<file path="src/rtl/instr_exec_unit.sv">
// Execution stage for the instruction register: walks a window of entries,
// executes each word (iterative restoring divider for DIV/MOD) and hands results to a valid/ready sink.

package instr_register_pkg;
  typedef enum logic [3:0] {
    ZERO  = 4'd0,
    PASSA = 4'd1,
    PASSB = 4'd2,
    ADD   = 4'd3,
    SUB   = 4'd4,
    MULT  = 4'd5,
    DIV   = 4'd6,
    MOD   = 4'd7
  } opcode_t;

  typedef logic signed [31:0] operand_t;
  typedef logic [4:0]         address_t;

  typedef struct packed {
    opcode_t  opc;
    operand_t op_a;
    operand_t op_b;
  } instruction_t;
endpackage

module instr_exec_unit
  import instr_register_pkg::*;
#(
  parameter int DIV_CYCLES = 32
) (
  input  logic               clk,
  input  logic               reset,
  input  logic               start,
  input  address_t           start_addr,
  input  logic [5:0]         count,
  input  instruction_t       instruction_word,
  output address_t           read_pointer,
  output logic               busy,
  output logic signed [63:0] result,
  output opcode_t            result_opc,
  output address_t           result_addr,
  output logic               div_by_zero,
  output logic               result_valid,
  input  logic               result_ready,
  output logic               done
);

  typedef enum logic [2:0] {
    ST_IDLE,
    ST_FETCH,
    ST_EXEC,
    ST_DIV,
    ST_OUT,
    ST_DONE
  } state_t;

  localparam logic [5:0] DIV_LAST = 6'(DIV_CYCLES - 1);

  state_t       state;
  instruction_t instr;
  logic [5:0]   remaining;
  logic [5:0]   div_cnt;
  logic [31:0]  quot;
  logic [31:0]  rem;
  logic [31:0]  divisor;
  logic         neg_q;
  logic         neg_r;
  logic         is_mod;

  logic signed [63:0] a_ext;
  logic signed [63:0] b_ext;
  logic signed [63:0] exec_result;
  logic [31:0]        a_abs;
  logic [31:0]        b_abs;
  logic               is_divide;

  logic [32:0] rem_shift;
  logic [32:0] diff;
  logic [31:0] rem_n;
  logic [31:0] quot_n;
  logic [63:0] q64;
  logic [63:0] r64;
  logic [63:0] div_result;

  // Single-cycle datapath, evaluated from the word latched in FETCH
  always_comb begin
    a_ext     = {{32{instr.op_a[31]}}, instr.op_a};
    b_ext     = {{32{instr.op_b[31]}}, instr.op_b};
    a_abs     = instr.op_a[31] ? 32'(-instr.op_a) : 32'(instr.op_a);
    b_abs     = instr.op_b[31] ? 32'(-instr.op_b) : 32'(instr.op_b);
    is_divide = (instr.opc == DIV) || (instr.opc == MOD);
    case (instr.opc)
      PASSA:   exec_result = a_ext;
      PASSB:   exec_result = b_ext;
      ADD:     exec_result = a_ext + b_ext;
      SUB:     exec_result = a_ext - b_ext;
      MULT:    exec_result = a_ext * b_ext;
      default: exec_result = 64'sd0;
    endcase
  end

  // One restoring step per cycle on magnitudes; |-2^31| = 2^31 fits unsigned
  always_comb begin
    rem_shift = {rem, quot[31]};
    diff      = rem_shift - {1'b0, divisor};
    if (!diff[32]) begin
      rem_n  = diff[31:0];
      quot_n = {quot[30:0], 1'b1};
    end else begin
      rem_n  = rem_shift[31:0];
      quot_n = {quot[30:0], 1'b0};
    end
    q64 = {32'd0, quot_n};
    r64 = {32'd0, rem_n};
    if (is_mod)
      div_result = neg_r ? -r64 : r64;
    else
      div_result = neg_q ? -q64 : q64;
  end

  always_ff @(posedge clk) begin
    if (reset) begin
      state        <= ST_IDLE;
      instr        <= '0;
      remaining    <= '0;
      div_cnt      <= '0;
      quot         <= '0;
      rem          <= '0;
      divisor      <= '0;
      neg_q        <= 1'b0;
      neg_r        <= 1'b0;
      is_mod       <= 1'b0;
      read_pointer <= '0;
      busy         <= 1'b0;
      result       <= '0;
      result_opc   <= ZERO;
      result_addr  <= '0;
      div_by_zero  <= 1'b0;
      result_valid <= 1'b0;
      done         <= 1'b0;
    end else begin
      case (state)
        ST_IDLE: begin
          done <= 1'b0;
          if (start && (count != 6'd0)) begin
            read_pointer <= start_addr;
            remaining    <= count;
            busy         <= 1'b1;
            state        <= ST_FETCH;
          end
        end

        ST_FETCH: begin
          instr <= instruction_word;
          state <= ST_EXEC;
        end

        ST_EXEC: begin
          result_opc  <= instr.opc;
          result_addr <= read_pointer;
          if (is_divide && (instr.op_b == 32'sd0)) begin
            result       <= '0;
            div_by_zero  <= 1'b1;
            result_valid <= 1'b1;
            state        <= ST_OUT;
          end else if (is_divide) begin
            quot    <= a_abs;
            rem     <= '0;
            divisor <= b_abs;
            neg_q   <= instr.op_a[31] ^ instr.op_b[31];
            neg_r   <= instr.op_a[31];
            is_mod  <= (instr.opc == MOD);
            div_cnt <= '0;
            state   <= ST_DIV;
          end else begin
            result       <= exec_result;
            div_by_zero  <= 1'b0;
            result_valid <= 1'b1;
            state        <= ST_OUT;
          end
        end

        ST_DIV: begin
          quot    <= quot_n;
          rem     <= rem_n;
          div_cnt <= div_cnt + 6'd1;
          // Final iteration folds in the sign correction so OUT follows immediately
          if (div_cnt == DIV_LAST) begin
            result       <= div_result;
            div_by_zero  <= 1'b0;
            result_valid <= 1'b1;
            state        <= ST_OUT;
          end
        end

        ST_OUT: begin
          if (result_ready) begin
            result_valid <= 1'b0;
            result       <= '0;
            div_by_zero  <= 1'b0;
            remaining    <= remaining - 6'd1;
            if (remaining == 6'd1) begin
              done  <= 1'b1;
              state <= ST_DONE;
            end else begin
              read_pointer <= read_pointer + 5'd1;
              state        <= ST_FETCH;
            end
          end
        end

        ST_DONE: begin
          done  <= 1'b0;
          busy  <= 1'b0;
          state <= ST_IDLE;
        end

        default: state <= ST_IDLE;
      endcase
    end
  end

endmodule
</file>
<file path="config.mk">
export PLATFORM = sky130hd
export DESIGN_NAME = instr_exec_unit
export DESIGN_NICKNAME = d
export VERILOG_FILES = /design/src/rtl/instr_exec_unit.sv
export SDC_FILE = /design/constraint.sdc
export NUM_CORES = 2
export LEC_CHECK = 0
export ABC_AREA = 1
export CAP_MARGIN = 10
export CORE_MARGIN = 2
export CORE_UTILIZATION = 50
export DETAILED_ROUTE_END_ITERATION = 6
export DONT_BUFFER_PORTS = 1
export GPL_TIMING_DRIVEN = 0
export HOLD_SLACK_MARGIN = 0.05
export PLACE_DENSITY_LB_ADDON = 0.08
export SKIP_LAST_GASP = 1
export SLEW_MARGIN = 20
export SYNTH_ARGS = -nofsm -noshare
export SYNTH_HDL_FRONTEND = slang
export SYNTH_SLANG_ARGS = --single-unit
export TNS_END_PERCENT = 5
</file>
<file path="constraint.sdc">
create_clock -name clk -period 17.5 [get_ports clk]
set_input_delay 3.5 -clock clk [delete_from_list [all_inputs] [get_ports clk]]
set_output_delay 3.5 -clock clk [all_outputs]
set_load 0.02 [all_outputs]
</file>
# After elaboration in Yosys (flattened, before gate mapping)
# Cells that the tools add are included.
[totals]
input_bits = 83
output_inout_bits = 82
word_cells = 125
latchBits = 0
mem_bits_ro = 0
n_memories = 0
ram_bits = 0
regBits = 264
[classes]
n_shift = 0
multipliers = 1
reduce_logical = 20
order_cmp = 0
bitwise = 2
n_eq_ne = 22
muxes = 50
n_div = 0
n_addsub = 10
[op_table]
columns = ["operator", "n"]
rows = [
  ["$mux 64", 7],
  ["$pmux 64 s5", 1],
  ["$mux 32", 7],
  ["$pmux 64 s3", 1],
  ["$neg 32->64", 2],
  ["$pmux 32 s2", 2],
  ["$mul 32x32->64", 1],
  ["$neg 32->32", 2],
  ["$add 32x32->33", 1],
  ["$sub 32x32->33", 1],
  ["$sub 33x32->33", 1],
  ["$logic_not 32->1", 1],
  ["$mux 6", 4],
  ["$pmux 6 s2", 2],
  ["$mux 3", 6],
  ["$eq 4x3->1 const B", 4],
  ["$mux 5", 3],
  ["$pmux 3 s5", 1],
  ["$reduce_and 3->1", 5],
  ["$ne 2x2->1 const B", 7],
  ["$mux 1", 11],
  ["$pmux 5 s2", 1],
  ["$eq 4x2->1 const B", 2],
  ["$reduce_and 4->1", 2],
  ["22 further kinds", 30],
]

# Logic depth before layout (Yosys ltp)
[logic_depth]
ltp_word = 7
mapped_depth = 36

# Worst setup path before layout
# Ideal clock, no wire load.
[synth_path]
path_type = "register to register"
from = "register instr, in the netlist a_ext[31]"
to = "register result[59]"
path_stages_with_launch = 33
setup_ns = 0.122
arrival_time_ns = 7.909
path_buffers = 3
slack_ns = 9.469
path_cell_list = "dfxtp_1 -> clkbuf_1 -> clkbuf_1 -> buf_1 -> nand2_1 -> inv_1 -> fa_1 -> inv_1 -> fa_1 -> inv_1 -> fa_1 -> fa_1 -> inv_1 -> fa_1 -> inv_1 -> fa_1 -> inv_1 -> fa_1 -> inv_1 -> fa_1 -> ha_1 -> a21oi_1 -> inv_1 -> a31oi_1 -> o21ai_0 -> nand2_1 -> o21ai_0 -> nor3_1 -> nand2_1 -> o21ai_0 -> nand2_1 -> a21oi_1 -> a21oi_2"
[synth_between]
elab_chain_len = 5
word_cells_on_any_way = 7
classes_between = "add/sub (2); mul (1); mux (4)"
[synth_lines]
columns = ["element", "line", "rtl"]
rows = [
  ["start, declared", "60", "instruction_t instr;"],
  ["start signal, assigned", "154", "instr <= instruction_word;"],
  ["$mul 32x32->64 (tied with other cells)", "97", "MULT: exec_result = a_ext * b_ext;"],
  ["$pmux 64 s5 *", "92", "case (instr.opc)"],
  ["$mux 64 *", "166", "end else if (is_divide) begin"],
  ["$mux 64 *", "161", "if (is_divide && (instr.op_b == 32'sd0)) begin"],
  ["$pmux 64 s3 *", "142", "case (state)"],
  ["end signal, assigned", "176", "result <= exec_result;"],
  ["end signal, assigned", "189", "result <= div_result;"],
  ["end, declared", "39", "output logic signed [63:0] result,"],
]
# Every way passes the cells marked *; elsewhere a longest branch is shown, timed or not. The select of a mux whose other input is x is not followed.
# A chain may end at the register's enable or synchronous reset.

# Worst setup path after layout
[layout_path]
from = "register instr, in the netlist a_ext[31]"
to = "register result[63]"
# The elaborated chain is that of the path after synthesis.

==> impl_metrics.ini <==
[run_status]
status = finished with violations
violations = DRC

[setup_path]
path_buf_inv = 11
start_kind = register
worstReg2RegStart = a_ext[31]
worst_r2r_path_depth = 34
crit_path_top_delay_cell = clkbuf_1
cp_top_family = adder cells
r2r-end = result[63]
worst_ep_arrival_time_ns = 12.54
cp-end-kind = register
critPathMaxFanout = 10
cpPeakStageDelay_ns = 0.90
cp.depth = 34
worstPathRequired_ns = 18.05
timing.reg2reg.setup_slack_ns = 5.52
startpoint = a_ext[31]
path_class = register to register
critPathCapture = result[63]

[timing]
fin_tns_setup_ns = 0
skew_ns = 0.0624
holdWs_ns = 0.482
slew_viol_final = 0
max_freq_ghz = 0.0834
finalSetupViolCount = 0
rsz0062_at_grt = no
period_needed_ns = 11.98
tightestPinTransition_ns = 1.31
fin_crit_sh = 0.685
final-hold-violation-count = 0
relSlewSlack = 0.124

[synth]
yosysTopAreaCellShare = 0.368
synth_fa_ha_area_frac = 0.430
synth_nets = 9664
synth_area_leader_cell = fa_1
synth_top_family_by_area = adder cells
ys_ff_latch = 264
yosysUniqueCellTypes = 62
yosysWarnings = 0
synth_compound_area_frac = 0.117
synth_edf_count = 0
yosysSeqAreaShare = 0.0896
synth_simple_gate_area_share = 0.194
synth_ff_type = dfxtp_1
synth_area_um2 = 59000
postSynthCellCount = 8205
yosys-top-cells-area = fa_1, inv_1, nand2_1, dfxtp_1, ha_1
synth_xor_area_frac = 0.0116
async_flop_share = 0
avgSynthCellArea_um2 = 7.19
muxShareOfSynthArea = 0

[grt]
antenna_found_initial = 17
overflow = 0
grt_max_degree = 25
grt_pass1_wl_um = 385000
grt_pass1_vias = 55300
track_usage = 0.446

[finish]
nets = 9696
drive_gt1_frac = 0.0265
areaGrowthSynthToFinish_pct = 4.97
utilization = 0.527

[run]
cap_violations = 0

[die]
coreArea_um2 = 118000
initial_core_util = 0.502
die_y_um = 347
num_io_pins = 165
die-width_um = 347
fp-row-count = 126
die-area_um2 = 121000

[clock_network]
hold_buffers = 0
cts_tree = built
cts_setup_buffers = 0
clock_sinks = 264
post_cts_resized = 0
cts-root-buf = clkbuf_16
h-tree-depth = 1
clockBufferDepth = 3
numCtsBuffers = 28
clkTransAtPathRegs_ns = 0.07
insertion_delay_ns = 0.64

[drt]
final_antenna_net_count = 0
drc_errors = 8
routed_via_density = 5.77
routed-via-count = 56600
wl_per_cell_um = 27.5
first_iter_violations = 7416
dr.pass1.iters = 7
wl_um = 269000

[worst_hold_path]
worstHoldStart = div_cnt[1]
min_path_type = register to register

[place]
post-dp-hpwl_um = 230000
gp_congestion = 1.08
portBuffers = 0
==> per-stage QoR <==
stage	area (um2)	std cells	worst slack [ns]
after global placement	60900	9741	6.08
final	61900	9800	5.52
after global routing	61900	9795	5.28
after floorplan	59000	8205	9.47
after detailed placement	61000	9743	6.07
after CTS	61900	9794	6.03
==> logic make-up (layout without fill, tap and decap cells) <==
kind of cell,Yosys count,count (layout)
compound gates,1258,1258
xor+xnor,78,78
fa+ha+maj,1376,1376
buf+inv,2462,2515
flops,264,264
other cells,0,6
simple gates,2767,2767
==> state kept, by name, summed over array words and instances, names as in the netlist, 6 cells and up <==
register	flops
b_ext	32
quot	32
result	64
rem	32
a_ext	32
remaining	6
div_cnt	6
divisor	32
==> worst min path at each step <==
stage          slack (ns)  depth (start not counted)          to
2_1_floorplan        0.45                          1  div_cnt[0]
3_3_place_gp         0.47                          2  div_cnt[1]
3_5_place_dp         0.48                          2  div_cnt[1]
4_1_cts              0.49                          2  div_cnt[1]
5_1_grt              0.51                          2  div_cnt[1]
6_report             0.48                          2  div_cnt[1]
==> cell usage after synthesis (all sizes together) (8+ instances only) <==
cell type  count
a21o          14
a21oi        570
a221oi         8
a31oi         67
buf           43
clkbuf       375
dfxtp        264
fa          1085
ha           291
inv         2037
nand2       1904
nand3        256
nand3b        16
nand4         56
nor2         410
nor3          63
nor4          24
o211ai        12
o21a          14
o21ai        475
o21bai        16
o221ai        15
o22ai         25
or2           33
xnor2         23
xor2          55
==> layout make-up <==
cell class,count,area [um2]
antenna,6,15.0
multi-input combinational,5479,44400
clock buffer,36,771
clock inverter,15,166
inverter,2044,7670
tap,1536,1920
buffer,418,1680
timing repair buffer,2,27.5
sequential,264,5290
fill,11900,55700
==> worst min-delay path, cell delays in order, from the launching register on <==
cell     delay, ns
dfxtp_1       0.32
nand2_1       0.06
a21oi_1       0.05
==> placed cells by master (no fill, tap or decap), types with 24 or more instances in the layout <==
master	count
inv_1	2029
nand2_1	1868
fa_1	1084
a21oi_1	549
o21ai_0	455
nor2_1	394
clkbuf_1	363
ha_1	291
dfxtp_1	264
nand3_1	245
a31oi_1	67
nor3_1	60
nand4_1	56
xor2_1	55
or2_2	32
clkbuf_16	28
buf_1	26
nand2_2	26
o22ai_1	25
nor4_1	24
==> layer usage <==
layer / wire length [um] / GRT usage / part of all wire / vias to the layer above
met5: 149 / 0 / 0.00055 / -
met4: 14400 / 0.183 / 0.054 / 14
met3: 39300 / 0.163 / 0.15 / 569
met2: 110000 / 0.644 / 0.41 / 3524
met1: 106000 / 0.603 / 0.39 / 27800
li1: - / - / - / 24600
Power is left out: the tool's default activity adds up to more than one toggle a clock period on the data nets, which glitch-free logic cannot reach.
